[config.mk]
export PLATFORM = sky130hd
export DESIGN_NAME = bkram_sd_ctrl
export DESIGN_NICKNAME = d
export VERILOG_FILES = /design/src/rtl/bkram_sd_ctrl.sv
export SDC_FILE = /design/constraint.sdc
export NUM_CORES = 1
export LEC_CHECK = 0
export ABC_CLOCK_PERIOD_IN_PS = 3200
export BUFFER_PORTS_ARGS = -buffer_cell sky130_fd_sc_hd__buf_2
export CORE_ASPECT_RATIO = 1.1
export CORE_UTILIZATION = 30
export CTS_BUF_LIST = sky130_fd_sc_hd__clkbuf_16
export DETAILED_ROUTE_END_ITERATION = 6
export HOLD_SLACK_MARGIN = 0.06
export PLACE_DENSITY = 0.63
export SLEW_MARGIN = 20
export SYNTH_ARGS = -nofsm -noshare
export SYNTH_HDL_FRONTEND = slang
export SYNTH_SLANG_ARGS = --single-unit
[constraint.sdc]
create_clock -name clk_sys -period 3.2 [get_ports clk_sys]
set_input_delay 0.48 -clock clk_sys [delete_from_list [all_inputs] [get_ports clk_sys]]
set_output_delay 0.48 -clock clk_sys [all_outputs]
set_load 0.1 [all_outputs]
[src/rtl/bkram_sd_ctrl.sv]
// Backup-RAM <-> SD sector transfer controller.
// Loads the save image sector by sector when an image is mounted and writes
// it back on a user save request.
//
// Optional feature (macro BKRAM_DIRTY_TRACK_EN): per-sector dirty map fed by
// cpu_wr; SAVE then only writes sectors touched since the last load/save.
//
// Ports:
//   clk_sys, RESET_n         clock, asynchronous active-low reset
//   img_mounted, img_size    mount strobe (rising edge) and image size in bytes
//   dl_active                ROM download in progress (rising edge aborts)
//   save_req                 user save request (rising edge)
//   cpu_wr, cpu_addr         core backup-RAM write strobe and byte address
//   sd_lba, sd_rd, sd_wr     SD sector request
//   sd_ack                   SD transfer acknowledge (high during transfer)
//   sect                     current sector index (buffer address high bits)
//   bk_ena, busy, bk_reset   image valid, sequence running, load-done pulse
module bkram_sd_ctrl #(
  parameter int unsigned SECT_BITS = 4,
  parameter logic [31:0] LBA_BASE  = 32'd0
) (
  input  logic                   clk_sys,
  input  logic                   RESET_n,
  input  logic                   img_mounted,
  input  logic [31:0]            img_size,
  input  logic                   dl_active,
  input  logic                   save_req,
  input  logic                   cpu_wr,
  input  logic [SECT_BITS+8:0]   cpu_addr,
  output logic [31:0]            sd_lba,
  output logic                   sd_rd,
  output logic                   sd_wr,
  input  logic                   sd_ack,
  output logic [SECT_BITS-1:0]   sect,
  output logic                   bk_ena,
  output logic                   busy,
  output logic                   bk_reset
);

  localparam int unsigned NS_W = SECT_BITS + 1;
  localparam int unsigned DW   = 2 ** SECT_BITS;

  localparam logic [1:0] ST_IDLE = 2'd0;
  localparam logic [1:0] ST_REQ  = 2'd1;
  localparam logic [1:0] ST_XFER = 2'd2;
  localparam logic [1:0] ST_NEXT = 2'd3;

  logic [1:0]           state_q, state_d;
  logic [SECT_BITS-1:0] sect_q, sect_d;
  logic [NS_W-1:0]      n_sect_q, n_sect_d;
  logic [31:0]          sd_lba_q, sd_lba_d;
  logic                 sd_rd_q, sd_rd_d;
  logic                 sd_wr_q, sd_wr_d;
  logic                 bk_ena_q, bk_ena_d;
  logic                 busy_q, busy_d;
  logic                 bk_reset_q, bk_reset_d;
  logic                 pending_q, pending_d;
  logic                 is_save_q, is_save_d;
  logic                 abort_q, abort_d;
  logic [3:0]           hist_q, hist_d;

  logic                 mount_rise, save_rise, dl_rise, ack_rise, ack_fall;
  logic                 size_nz, start, more, first_clean, nxt_clean;
  logic [23:0]          size_sect;
  logic [NS_W-1:0]      n_sect_calc;
  logic [NS_W-1:0]      sect_nxt_w;
  logic [SECT_BITS-1:0] sect_nxt;
  logic                 unused_cpu;

  // Port inputs not needed in every build
  assign unused_cpu = ^{cpu_wr, cpu_addr};

  // One-cycle history for edge detection
  assign hist_d     = {img_mounted, save_req, dl_active, sd_ack};
  assign mount_rise = img_mounted & ~hist_q[3];
  assign save_rise  = save_req    & ~hist_q[2];
  assign dl_rise    = dl_active   & ~hist_q[1];
  assign ack_rise   = sd_ack      & ~hist_q[0];
  assign ack_fall   = ~sd_ack     &  hist_q[0];

  // Sector count: ceil(size/512) clamped to the buffer size
  assign size_nz     = (img_size != 32'd0);
  assign size_sect   = 24'((33'(img_size) + 33'd511) >> 9);
  assign n_sect_calc = (size_sect > 24'(DW)) ? NS_W'(DW) : NS_W'(size_sect);

  assign sect_nxt_w = NS_W'(sect_q) + NS_W'(1);
  assign sect_nxt   = sect_q + SECT_BITS'(1);
  assign more       = (sect_nxt_w < n_sect_q);

`ifdef BKRAM_DIRTY_TRACK_EN
  logic [DW-1:0] dirty_q, dirty_d, dirty_set, dirty_clr;

  assign first_clean = ~dirty_q[0];
  assign nxt_clean   = ~dirty_q[sect_nxt];

  // Set wins over a same-cycle clear; a finished load resets the map
  always_comb begin
    dirty_set = '0;
    dirty_clr = '0;
    if (cpu_wr) dirty_set[cpu_addr[SECT_BITS+8:9]] = 1'b1;
    if (is_save_q && (state_q == ST_XFER) && ack_fall) dirty_clr[sect_q] = 1'b1;
    dirty_d = ((bk_reset_d) ? '0 : (dirty_q & ~dirty_clr)) | dirty_set;
  end

  always_ff @(posedge clk_sys or negedge RESET_n) begin
    if (!RESET_n) dirty_q <= '0;
    else          dirty_q <= dirty_d;
  end
`else
  assign first_clean = 1'b0;
  assign nxt_clean   = 1'b0;
`endif

  // Next-state and registered-output logic
  always_comb begin
    state_d    = state_q;
    sect_d     = sect_q;
    n_sect_d   = n_sect_q;
    sd_lba_d   = sd_lba_q;
    sd_rd_d    = sd_rd_q;
    sd_wr_d    = sd_wr_q;
    bk_ena_d   = bk_ena_q;
    bk_reset_d = 1'b0;
    pending_d  = pending_q;
    is_save_d  = is_save_q;
    abort_d    = abort_q;
    start      = 1'b0;

    if (mount_rise) begin
      n_sect_d = n_sect_calc;
      bk_ena_d = size_nz;
      // A mount during a sequence is queued; a zero-size mount cancels it
      if (state_q != ST_IDLE || !size_nz) pending_d = size_nz;
    end
    if (dl_rise) begin
      bk_ena_d  = 1'b0;
      pending_d = 1'b0;
    end

    case (state_q)
      ST_IDLE: begin
        sd_rd_d = 1'b0;
        sd_wr_d = 1'b0;
        abort_d = 1'b0;
        if (!dl_rise) begin
          if (mount_rise ? size_nz : pending_q) begin
            start     = 1'b1;
            is_save_d = 1'b0;
            pending_d = 1'b0;
          end else if (save_rise && bk_ena_q) begin
            start     = 1'b1;
            is_save_d = 1'b1;
          end
        end
        if (start) begin
          sect_d   = '0;
          sd_lba_d = LBA_BASE;
          if (is_save_d && first_clean) begin
            state_d = ST_NEXT;
          end else begin
            state_d = ST_REQ;
            sd_rd_d = ~is_save_d;
            sd_wr_d = is_save_d;
          end
        end
      end
      ST_REQ: begin
        if (dl_rise) begin
          state_d = ST_IDLE;
          sd_rd_d = 1'b0;
          sd_wr_d = 1'b0;
        end else if (ack_rise) begin
          state_d = ST_XFER;
          sd_rd_d = 1'b0;
          sd_wr_d = 1'b0;
        end
      end
      ST_XFER: begin
        // A download start lets the running sector finish, then stops
        if (dl_rise) abort_d = 1'b1;
        if (ack_fall) state_d = (abort_q || dl_rise) ? ST_IDLE : ST_NEXT;
      end
      ST_NEXT: begin
        if (dl_rise) begin
          state_d = ST_IDLE;
        end else if (more) begin
          sect_d = sect_nxt;
          if (!(is_save_q && nxt_clean)) begin
            state_d  = ST_REQ;
            sd_lba_d = LBA_BASE + 32'(sect_nxt);
            sd_rd_d  = ~is_save_q;
            sd_wr_d  = is_save_q;
          end
        end else begin
          state_d    = ST_IDLE;
          bk_reset_d = ~is_save_q;
        end
      end
      default: state_d = ST_IDLE;
    endcase

    busy_d = (state_d != ST_IDLE);
  end

  // State and output registers
  always_ff @(posedge clk_sys or negedge RESET_n) begin
    if (!RESET_n) begin
      state_q    <= ST_IDLE;
      sect_q     <= '0;
      n_sect_q   <= '0;
      sd_lba_q   <= LBA_BASE;
      sd_rd_q    <= 1'b0;
      sd_wr_q    <= 1'b0;
      bk_ena_q   <= 1'b0;
      busy_q     <= 1'b0;
      bk_reset_q <= 1'b0;
      pending_q  <= 1'b0;
      is_save_q  <= 1'b0;
      abort_q    <= 1'b0;
      hist_q     <= '0;
    end else begin
      state_q    <= state_d;
      sect_q     <= sect_d;
      n_sect_q   <= n_sect_d;
      sd_lba_q   <= sd_lba_d;
      sd_rd_q    <= sd_rd_d;
      sd_wr_q    <= sd_wr_d;
      bk_ena_q   <= bk_ena_d;
      busy_q     <= busy_d;
      bk_reset_q <= bk_reset_d;
      pending_q  <= pending_d;
      is_save_q  <= is_save_d;
      abort_q    <= abort_d;
      hist_q     <= hist_d;
    end
  end

  assign sd_lba   = sd_lba_q;
  assign sd_rd    = sd_rd_q;
  assign sd_wr    = sd_wr_q;
  assign sect     = sect_q;
  assign bk_ena   = bk_ena_q;
  assign busy     = busy_q;
  assign bk_reset = bk_reset_q;

endmodule

==> summary.md, run 1 <==
| Metric | Value |
|---|---|
| Status | completed |
| Synth area leader | dfrtp_1 |
| HP Class | primary input to asynchronous set/reset pin |
| Total Routing Usage GR | 0.1195 |
| Die Y-Extent | 83.93 um |
| Max stage delay cell, worst path | or4_1 |
| Multi-input logic area | 1055 um2 |
| P per Cell Area | 647.9 nW/um2 |
| CP Capture Type | flip-flop |
| Die area | 6419 um2 |
| Post-synth top flop | dfrtp_1 |
| Pre-CTS setup slack | 0.5006 ns |
| RSZ-0062 raised after global routing | no |
| Fin crit share | 0.8053 |
| Largest net degree at the start of global routing | 24 |
| Worst Reg-to-Reg Cells | 8 |
| FF-to-FF Start | sd_lba[0]$_DFFE_PN0P_ |
| TritonCTS clock tree | yes |
| Kind of critical path | flip-flop to flip-flop |
| Worst path cell trace | ha_1, ha_1, a21boi_0, o21ai_0, a21oi_1, or4_1, o21ai_0, o32ai_1 |
| Dpl hpwl | 2.989 mm |
| Critical Path Max Stage Delay | 0.67 ns |
| Die Wd | 76.48 um |
| I/O pins | 93 |
| Vias per cell | 4.633 |
| Post-DR wirelength/cell | 10.61 um |
| Setup slack, reg-to-reg | 0.62 ns |
| Count leader, synth | buf_4 |
| TNS Setup | 0 ns |
| Post-Syn Instances | 225 |
| Mapped cell area | 1831 um2 |
| FP Rows | 29 |
| Worst Setup SP | sd_lba[0]$_DFFE_PN0P_ |
| Clk_lat worst skew | 0.25 ns |
| Most area-consuming cells after synthesis | dfrtp_1, buf_4, nand2_1 |
| Global-route wire length before repair | 6.375 mm |
| Commonest cells post-synth | buf_4, nand2_1, dfrtp_1 |
| Hold_buf cts | 0 |
| Total CTS buffers | 3 |
| Antenna violations before repair | 0 |
| Final Skew | 0.002370 ns |
| Critical R2R Capture | sd_lba[2]$_DFFE_PN0P_ |
| Maximum VDD drop | 314.1 uV |
| P&R area growth vs syn | 14.63% |
| ANT cells | 0 |
| Max frequency | 388.1 MHz |
| CORE AREA | 5842 um2 |
| Setup ws final | 0.6231 ns |
| Global placer's final weighted congestion | 0.7651 |
| Layout cells sized above 1 | 0.2454 |
| Sequential area share after synthesis | 0.3144 |
| Minimum clock period | 2.577 ns |
| Number of synthesized flops with an enable pin | 0 |
| Filler cells | 640 |
| Pre-antenna DRT Iters | 4 |
| Final Hold Vio Count | 0 |
| Fraction of registers with async set/reset | 1.000 |
| Sink Count | 23 |
| Worst-path clk slew | 0.06 ns |
| Starting DRT DRC Count | 106 |
| Syn Area/Cell | 8.136 um2 |
| Maxcap violations | 0 |
| Vias | 1,603 |
| Worst setup endpoint | sd_lba[2]$_DFFE_PN0P_ |
| Residual overflow from global routing | 0 |
| Distinct cells, synth | 47 |
| Final Max Tran Viols | 0 |
| Clock root buffer | clkbuf_16 |
| Clock Path Buffers | 2 |
| Final Setup Violations | 0 |
| Final WL | 3.671 mm |
| Resized Gates After CTS | 0 |
| H-tree depth | 1 |
| CP required | 3.31 ns |
| Arr. time, crit path | 2.69 ns |
| Final Util | 0.3592 |
| Routed Antenna Nets | 0 |
| Slew headroom | 0.6408 |
| Starting Density | 0.3133 |
| Critical path launch point type | flip-flop |
| Worst-Margin Slew | 0.5363 ns |
| NumNets Final | 327 |
| Synthesized flop and latch total | 23 |
| Vias in the first global route | 1,404 |
| Leak | 0.0009970 uW |
| Register Area | 575.6 um2 |
| DRC | 0 |
| Port-buffer cells | 50 |
| CP max FO | 9 |
| Post-synth top area share | 0.3144 |
| Setup Buffers After CTS | 0 |
| Yosys warnings | 0 |
## critical path: cells and delay by family, from the launching register on
kind | cells | cell delay, ns
AOI/OAI and AO/OA | 5 | 0.72
adders and majority gates | 2 | 0.60
DFF | 1 | 0.44
and+or+nand+nor | 1 | 0.67
## cells by family after synthesis
group	synth area share
and+or+nand+nor	0.2857
xor gates and xnor gates	0.04306
muxes	0.02871
adders and majority gates	0.03418
other	0.002049
buffers and inverters	0.1647
DFF	0.3144
AOI/OAI and AO/OA	0.1271
## layout make-up
| cell class | instances | area share |
|---|---|---|
| multi-input cells | 182 | 0.5027 |
| inverters | 9 | 0.01610 |
| flip-flops and latches | 23 | 0.2743 |
| well taps | 77 | 0.04592 |
| repair buffers | 51 | 0.1228 |
| clock inverters | 1 | 0.002385 |
| clock buffers | 3 | 0.03578 |
## report_power, final
group | leakage [uW] | total [uW] | internal [uW] | switching [uW]
Combinational | 0.000660 | 690 | 136 | 554
Clock | 0.0000409 | 267 | 168 | 99.6
Sequential | 0.000296 | 402 | 344 | 57.8
Total | 0.000997 | 1360 | 648 | 712
## flip-flops by register name, summed over array words and instances, names as in the netlist
| name | cells |
|---|---|
| abort_q | 1 |
| bk_ena | 1 |
| bk_reset | 1 |
| busy | 1 |
| hist_q | 4 |
| is_save_q | 1 |
| n_sect_q | 5 |
| pending_q | 1 |
| sd_lba | 4 |
| sd_rd | 1 |
| sd_wr | 1 |
| state_q | 2 |
## worst min path at each step
stage / startpoint / endpoint / slack [ns] / depth (start not counted)
after global placement: RESET_n / state_q[1]$_DFF_PN0_ / 0.48 / 1
after global routing: RESET_n / sd_rd$_DFFE_PN0P_ / 0.23 / 1
after floorplan: RESET_n / abort_q$_DFFE_PN0P_ / 0.18 / 0
final: RESET_n / sd_rd$_DFFE_PN0P_ / 0.19 / 1
after CTS: RESET_n / state_q[1]$_DFF_PN0_ / 0.21 / 1
after detailed placement: is_save_q$_DFFE_PN0P_ / bk_reset$_DFF_PN0_ / 0.48 / 1
## metrics by stage
step | instance area [um2] | total power (uW) | hold slack, ns | std cells
final | 2098 | 1360 | 0.1922 | 346
after global routing | 2098 | 1443 | 0.2281 | 346
after CTS | 2098 | 1373 | 0.2123 | 346
after detailed placement | 2018 | 1099 | 0.4792 | 342
after global placement | 2018 | 1093 | 0.4777 | 342
after floorplan | 1932 | 1027 | 0.1844 | 252
## per-layer routing
layer / vias to the layer above / track usage / share of wire
met1: 724 / 0.1557 / 0.47
met2: 57 / 0.2064 / 0.48
met3: 0 / 0.01967 / 0.049
met4: 0 / 0.02448 / 0
li1: 822 / - / -
met5: - / 0 / 0
## cell usage in the layout (no fill, tap or decap), types with 5 or more instances in the layout
master,Yosys,layout
buf_2,1,50
conb_1,1,28
nand2_1,25,25
dfrtp_1,23,23
nor2_1,21,21
nand3_1,10,10
nor4_1,10,10
o21ai_0,10,10
inv_1,9,9
xnor2_1,6,6
nor3_1,6,6
or4_1,5,5
ha_1,5,5
Note: power is estimated with default switching activity, not from simulation.
==> run 2: changes to the inputs <==
Settings changed: ABC_AREA from default to 1, ABC_CLOCK_PERIOD_IN_PS 3200 to 2200, PLACE_DENSITY 0.63 to 0.6.
Clock period 3.2 ns to 2.2 ns, I/O delays scaled along.
==> run 2 against run 1 <==
Net effect: final cell count grew 87%; setup slack lost 0.61 ns; sequential cell count is the same; sequential power grew 45%.
==> summary.md, run 2 <==
| Metric | Value |
|---|---|
| Vias per cell | 4.627 |
| I/O pins | 93 |
| FP Rows | 36 |
| Top reg by flops | n_sect_q |
| Post-synth top area share | 0.2057 |
| Commonest cells post-synth | nand2_1, nor2_1, inv_1 |
| Dpl cell area | 3082 um2 |
| Distinct cells, synth | 34 |
| Critical Path Max Stage Delay | 0.51 ns |
| ANT cells | 0 |
| Highest-count cells in the layout ignoring fill and taps | nand2_1, nor2_1, inv_1 |
| Final Hold Vio Count | 0 |
| Multi-input logic area | 1899 um2 |
| TritonCTS clock tree | yes |
| Global-route wire length before repair | 12.01 mm |
| Residual overflow from global routing | 0 |
| Sequential area share after synthesis | 0.2057 |
| Power consumption | 2084 uW |
| Minimum clock period | 2.189 ns |
| Port-buffer cells | 50 |
| Slew headroom | 0.6092 |
| Most common cell after layout, fill and taps aside | nand2_1 |
| P per Cell Area | 650.3 nW/um2 |
| CP required | 2.37 ns |
| HP Class | primary input to asynchronous set/reset pin |
| Clock Path Buffers | 2 |
| Final WL | 7.324 mm |
| Family with the most delay on the worst path | simple AND/OR/NAND/NOR gates |
| Setup ws final | 0.01070 ns |
| Worst-Margin Slew | 0.5841 ns |
| Vias in the first global route | 2,737 |
| Synth area leader | dfrtp_1 |
| Count leader, synth | nand2_1 |
| Fin crit share | 0.9951 |
| Antenna violations before repair | 0 |
| Total Routing Usage GR | 0.1553 |
| DRC | 0 |
| Worst-path clk slew | 0.06 ns |
| Filler cells | 1,033 |
| Largest net degree at the start of global routing | 24 |
| Clock root buffer | clkbuf_16 |
| Post-DR wirelength/cell | 11.34 um |
| Maximum VDD drop | 300.7 uV |
| Most area-consuming cells after synthesis | dfrtp_1, nand2_1, nor2_1 |
| Max frequency | 456.8 MHz |
| CP max FO | 4 |
| Clk_lat worst skew | 0.25 ns |
| Maxcap violations | 0 |
| Routed Antenna Nets | 0 |
| Mapped cell area | 2798 um2 |
| Starting DRT DRC Count | 83 |
| Synthesized flop and latch total | 23 |
| Fraction of registers with async set/reset | 1.000 |
| RSZ-0062 raised after global routing | yes |
| Pre-CTS setup slack | -0.05113 ns |
| Post-Syn Instances | 484 |
| Hold_buf cts | 0 |
| P&R area growth vs syn | 14.53% |
| Total CTS buffers | 3 |
| NumNets Final | 590 |
| Arr. time, crit path | 2.36 ns |
| TNS Setup | 0 ns |
| Global placer's final weighted congestion | 0.9056 |
| CP Capture Type | flip-flop |
| Final Setup Violations | 0 |
| Yosys warnings | 0 |
| Status | completed |
| Die area | 9717 um2 |
| Syn Area/Cell | 5.780 um2 |
| Sink Count | 23 |
| Leak | 0.001736 uW |
| CORE AREA | 8964 um2 |
| H-tree depth | 1 |
| Starting Density | 0.3121 |
| Final Skew | 0.003922 ns |
| Kind of critical path | flip-flop to flip-flop |
| Die Y-Extent | 103.3 um |
| Die Wd | 94.08 um |
| Pre-antenna DRT Iters | 4 |
| Worst path cell trace | ha_4, nand2_4, inv_2, nor2_2, ha_1, nand2_1, inv_1, o21ai_1, nand3_2, nor2_2, nand2_1, a21oi_2, nor2_1, a31oi_1 |
| Vias | 2,989 |
| Layout cells sized above 1 | 0.1880 |
| Final Max Tran Viols | 0 |
| Dpl hpwl | 6.237 mm |
| Max stage delay cell, worst path | dfrtp_4 |
| CP bufs+invs | 2 |
| Register Area | 588.1 um2 |
| Post-synth top flop | dfrtp_1 |
| Cell area after layout | 3204 um2 |
| Max FFs per register | 5 |
| Critical path launch point type | flip-flop |
| Number of synthesized flops with an enable pin | 0 |
| Setup Buffers After CTS | 0 |
run 2: cell types whose count changed after synthesis, moves of 7 or more:
cell,change
nand2_1,+127
nor2_1,+54
inv_1,+50
nand3_1,+42
a21oi_1,+7
nand4_1,+7
nor2_2,+7
run 2: worst paths after layout:
path	from	end	slack (ns)	depth (start not counted)
hold / removal	RESET_n	sd_lba[2]$_DFFE_PN0P_	0.05	1
setup reg to reg	sd_lba[0]$_DFFE_PN0P_	sd_rd$_DFFE_PN0P_	0.01	14
min in group clk_sys	dl_active	hist_q[1]$_DFF_PN0_	0.19	1
max in group asynchronous	RESET_n	sd_lba[0]$_DFFE_PN0P_	1.76	1
setup / recovery	sd_lba[0]$_DFFE_PN0P_	sd_rd$_DFFE_PN0P_	0.01	14
hold reg to reg	n_sect_q[2]$_DFFE_PN0P_	n_sect_q[2]$_DFFE_PN0P_	0.48	2
run 2: layout make-up:
class,count,area share
clock inverter,1,0.001562
sequential,23,0.1835
multi-input combinational,392,0.5927
inverter,61,0.07146
timing repair buffer,52,0.08278
clock buffer,3,0.02343
tap,114,0.04451
run 2: cells by family (layout without fill, tap and decap cells):
logic type      count (synthesis)  count (layout)  synth area share
compound gates                 19              19           0.03444
xor+xnor                        2               2          0.006262
fa+ha+maj                       5               5           0.02236
buf+inv                        96             117            0.1744
flops                          23              23            0.2057
other cells                     1              28          0.001340
simple gates                  338             338            0.5555
run 2: report_power, final:
part,switching [uW],total (uW),leakage [uW],internal (uW)
logic,886,1110,0.00140,226
registers,78.3,583,0.000291,505
clock network,144,388,0.0000409,244
run 2: what timing repair did:
action	in CTS	in global routing
setup endpoints to repair	4	8
pin swaps	2	10
gates resized for setup	2	10
gates cloned	0	0
run 2: metrics by stage:
step / hold WS (ns) / cells / utilization
2_1_floorplan: 0.03441 / 511 / -
3_5_place_dp: 0.3361 / 642 / 0.3438
6_report: 0.04562 / 646 / 0.3575
5_1_grt: 0.07920 / 646 / 0.3575
4_1_cts: 0.06174 / 646 / 0.3530
3_3_place_gp: 0.3309 / 642 / 0.3438
run 2: routing by layer:
metal  global-route usage  vias to the layer above  share of wire
li1                     -                     1568              -
met1               0.1807                     1339           0.44
met2               0.3021                       70           0.50
met3              0.01170                       12          0.036
met4              0.04615                        0          0.021
met5                    0                        -              0
run 2: worst register-to-register path, cell delays in order (launching register included):
cell	delay, ns
dfrtp_4	0.51
ha_4	0.19
nand2_4	0.06
inv_2	0.04
nor2_2	0.10
ha_1	0.25
nand2_1	0.06
inv_1	0.03
o21ai_1	0.14
nand3_2	0.10
nor2_2	0.14
nand2_1	0.08
a21oi_2	0.20
nor2_1	0.07
a31oi_1	0.14
==> run 3: changes to the inputs <==
Settings changed: ABC_AREA 1 to default, BUFFER_PORTS_ARGS -buffer_cell sky130_fd_sc_hd__buf_2 to -buffer_cell sky130_fd_sc_hd__clkbuf_2, CORE_MARGIN from default to 2, PLACE_DENSITY 0.6 to 0.65.
==> run 3 against run 2 <==
Net effect: the flow now finishes with violations (negative setup slack); non-clock buffer count increased by 29; routed wire length decreased by 42%; die area decreased by 31%; utilization increased by 6.7 points; sequential cell count unchanged; clock skew decreased by 0.0027 ns; clock power increased by 2%; setup slack got worse by 0.054 ns; critical path type unchanged; largest cell class unchanged; highest routed layer unchanged.
==> summary.md, run 3 (synthesized netlist as in run 1, its figures left out) <==
| Metric | Value |
|---|---|
| Critical R2R Capture | sd_rd$_DFFE_PN0P_ |
| Worst Reg-to-Reg Cells | 8 |
| ANT cells | 0 |
| RSZ-0062 raised after global routing | yes |
| Antenna violations before repair | 0 |
| CORE AREA | 5842 um2 |
| FP Rows | 29 |
| I/O pins | 93 |
| Final Setup Violations | 3 |
| Pre-antenna DRT Iters | 6 |
| Starting DRT DRC Count | 52 |
| Vias | 1,740 |
| Routed Antenna Nets | 0 |
| DRC | 0 |
| Vias per cell | 4.628 |
| Non-Filler Instances | 376 |
| Clock Path Buffers | 2 |
| Die Y-Extent | 85.93 um |
| CP max FO | 4 |
| Final Hold Vio Count | 0 |
| Filler cells | 603 |
| NumNets Final | 357 |
| Failing checks | negative setup slack |
| Total CTS buffers | 3 |
| Final WL | 4.253 mm |
| Critical Path Max Stage Delay | 0.50 ns |
| TritonCTS clock tree | yes |
| Top reg by flops | n_sect_q |
| CP Capture Type | flip-flop |
| Die Wd | 78.48 um |
| Worst-Margin Slew | 0.5763 ns |
| Setup ws final | -0.04366 ns |
| Global placer's final weighted congestion | 0.8188 |
| H-tree depth | 1 |
| Max FFs per register | 5 |
| HP Class | primary input to asynchronous set/reset pin |
| Highest-count cells in the layout ignoring fill and taps | clkbuf_2, buf_4, conb_1 |
| TNS Setup | -0.09034 ns |
| Most common cell after layout, fill and taps aside | clkbuf_2 |
| Clock root buffer | clkbuf_16 |
| Dpl hpwl | 3.313 mm |
| Minimum clock period | 2.244 ns |
| Slew headroom | 0.6158 |
| Port-buffer cells | 50 |
| Residual overflow from global routing | 0 |
| Die area | 6743 um2 |
| Vias in the first global route | 1,609 |
| P per Cell Area | 894.6 nW/um2 |
| Clk_lat worst skew | 0.26 ns |
| Power consumption | 2221 uW |
| CP required | 2.34 ns |
| Final Skew | 0.001269 ns |
| Max frequency | 445.7 MHz |
| Maximum VDD drop | 639.5 uV |
| FF-to-FF Start | sd_lba[1]$_DFFE_PN0P_ |
| Hold_buf cts | 0 |
| Maxcap violations | 0 |
| Final Max Tran Viols | 0 |
| Layout cells sized above 1 | 0.3980 |
| Max stage delay cell, worst path | dfrtp_4 |
| Worst-path clk slew | 0.06 ns |
| Kind of critical path | flip-flop to flip-flop |
| Largest net degree at the start of global routing | 24 |
| Critical path launch point type | flip-flop |
| Global-route wire length before repair | 6.886 mm |
| Placed Cells | 370 |
| Setup slack, reg-to-reg | -0.04 ns |
| Sink Count | 23 |
| Total Routing Usage GR | 0.1260 |
| P&R area growth vs syn | 35.61% |
| Fin crit share | 1.020 |
| Arr. time, crit path | 2.39 ns |
| Post-DR wirelength/cell | 11.31 um |
| Status | complete, but fails checks |
| Worst path cell trace | ha_4, and3_4, ha_4, a21o_1, buf_6, o31ai_4, o31ai_4, mux2_4 |
| Starting Density | 0.3133 |
| Leak | 0.001176 uW |
[run 3: changes by cell type in the layout (fill, tap and decap cells not counted), sizes merged, moves of 7 or more]
cell,change
nand3b,-7
nand4,-7
nand3,-45
nand2,-134
nor2,-66
inv,-51
a21oi,-7
clkbuf,+50
buf,-21
[run 3: power breakdown]
part	switching, uW	leakage, uW	internal (uW)
registers	96.1	0.000289	510
clock network	152	0.0000409	245
logic	879	0.000846	339
[run 3: how the worst max path moves through the flow]
stage | startpoint | end | slack [ns] | depth (start not counted)
2_1_floorplan | sd_lba[0]$_DFFE_PN0P_ | sd_lba[2]$_DFFE_PN0P_ | -0.24 | 9
3_3_place_gp | img_size[10] | n_sect_q[4]$_DFFE_PN0P_ | -0.18 | 7
3_5_place_dp | img_size[10] | n_sect_q[4]$_DFFE_PN0P_ | -0.20 | 7
4_1_cts | sd_lba[1]$_DFFE_PN0P_ | sd_wr$_DFFE_PN0P_ | -0.06 | 9
5_1_grt | sd_lba[1]$_DFFE_PN0P_ | sd_lba[2]$_DFFE_PN0P_ | -0.1 | 8
6_report | sd_lba[1]$_DFFE_PN0P_ | sd_rd$_DFFE_PN0P_ | -0.04 | 8
[run 3: critical path, delay by kind of cell, from the launching register on]
kind	cells	cell delay (ns)
buffers and inverters	1	0.13
AOI/OAI and AO/OA	3	0.59
muxes	1	0.31
adders and majority gates	2	0.41
DFF	1	0.50
and+or+nand+nor	1	0.18
[run 3: layer usage]
layer  wire (um)  up-vias  GRT usage
li1            -      886          -
met3         178        4    0.01579
met5           0        -          0
met4          51        0    0.04306
met2        2197       49     0.2359
met1        1825      801     0.1475
[run 3: what timing repair did]
| action | in CTS | in global routing |
|---|---|---|
| setup buffers | 1 | 1 |
| endpoints found under the setup margin | 8 | 13 |
| resized for setup | 5 | 14 |
| pin swaps | 0 | 3 |
[run 3: metrics by stage]
step | utilization | worst slack (ns) | area (um2) | hold slack [ns]
floorplan | - | -0.2410 | 2006 | 0.03441
global placement | 0.3928 | -0.1776 | 2295 | 0.3536
detailed placement | 0.3928 | -0.2030 | 2295 | 0.3623
CTS | 0.4117 | -0.05503 | 2405 | 0.07946
global route | 0.4249 | -0.09829 | 2482 | 0.09966
finish | 0.4249 | -0.04366 | 2482 | 0.05883
[run 3: cell type report]
cell class,instances,area [um2],area share
clock buffer,3,75.07,0.03024
tap,77,96.34,0.03881
timing repair buffer,81,486.7,0.1961
clock inverter,1,5.005,0.002016
multi-input combinational,182,1197,0.4824
sequential,23,588.1,0.2369
inverter,9,33.78,0.01361
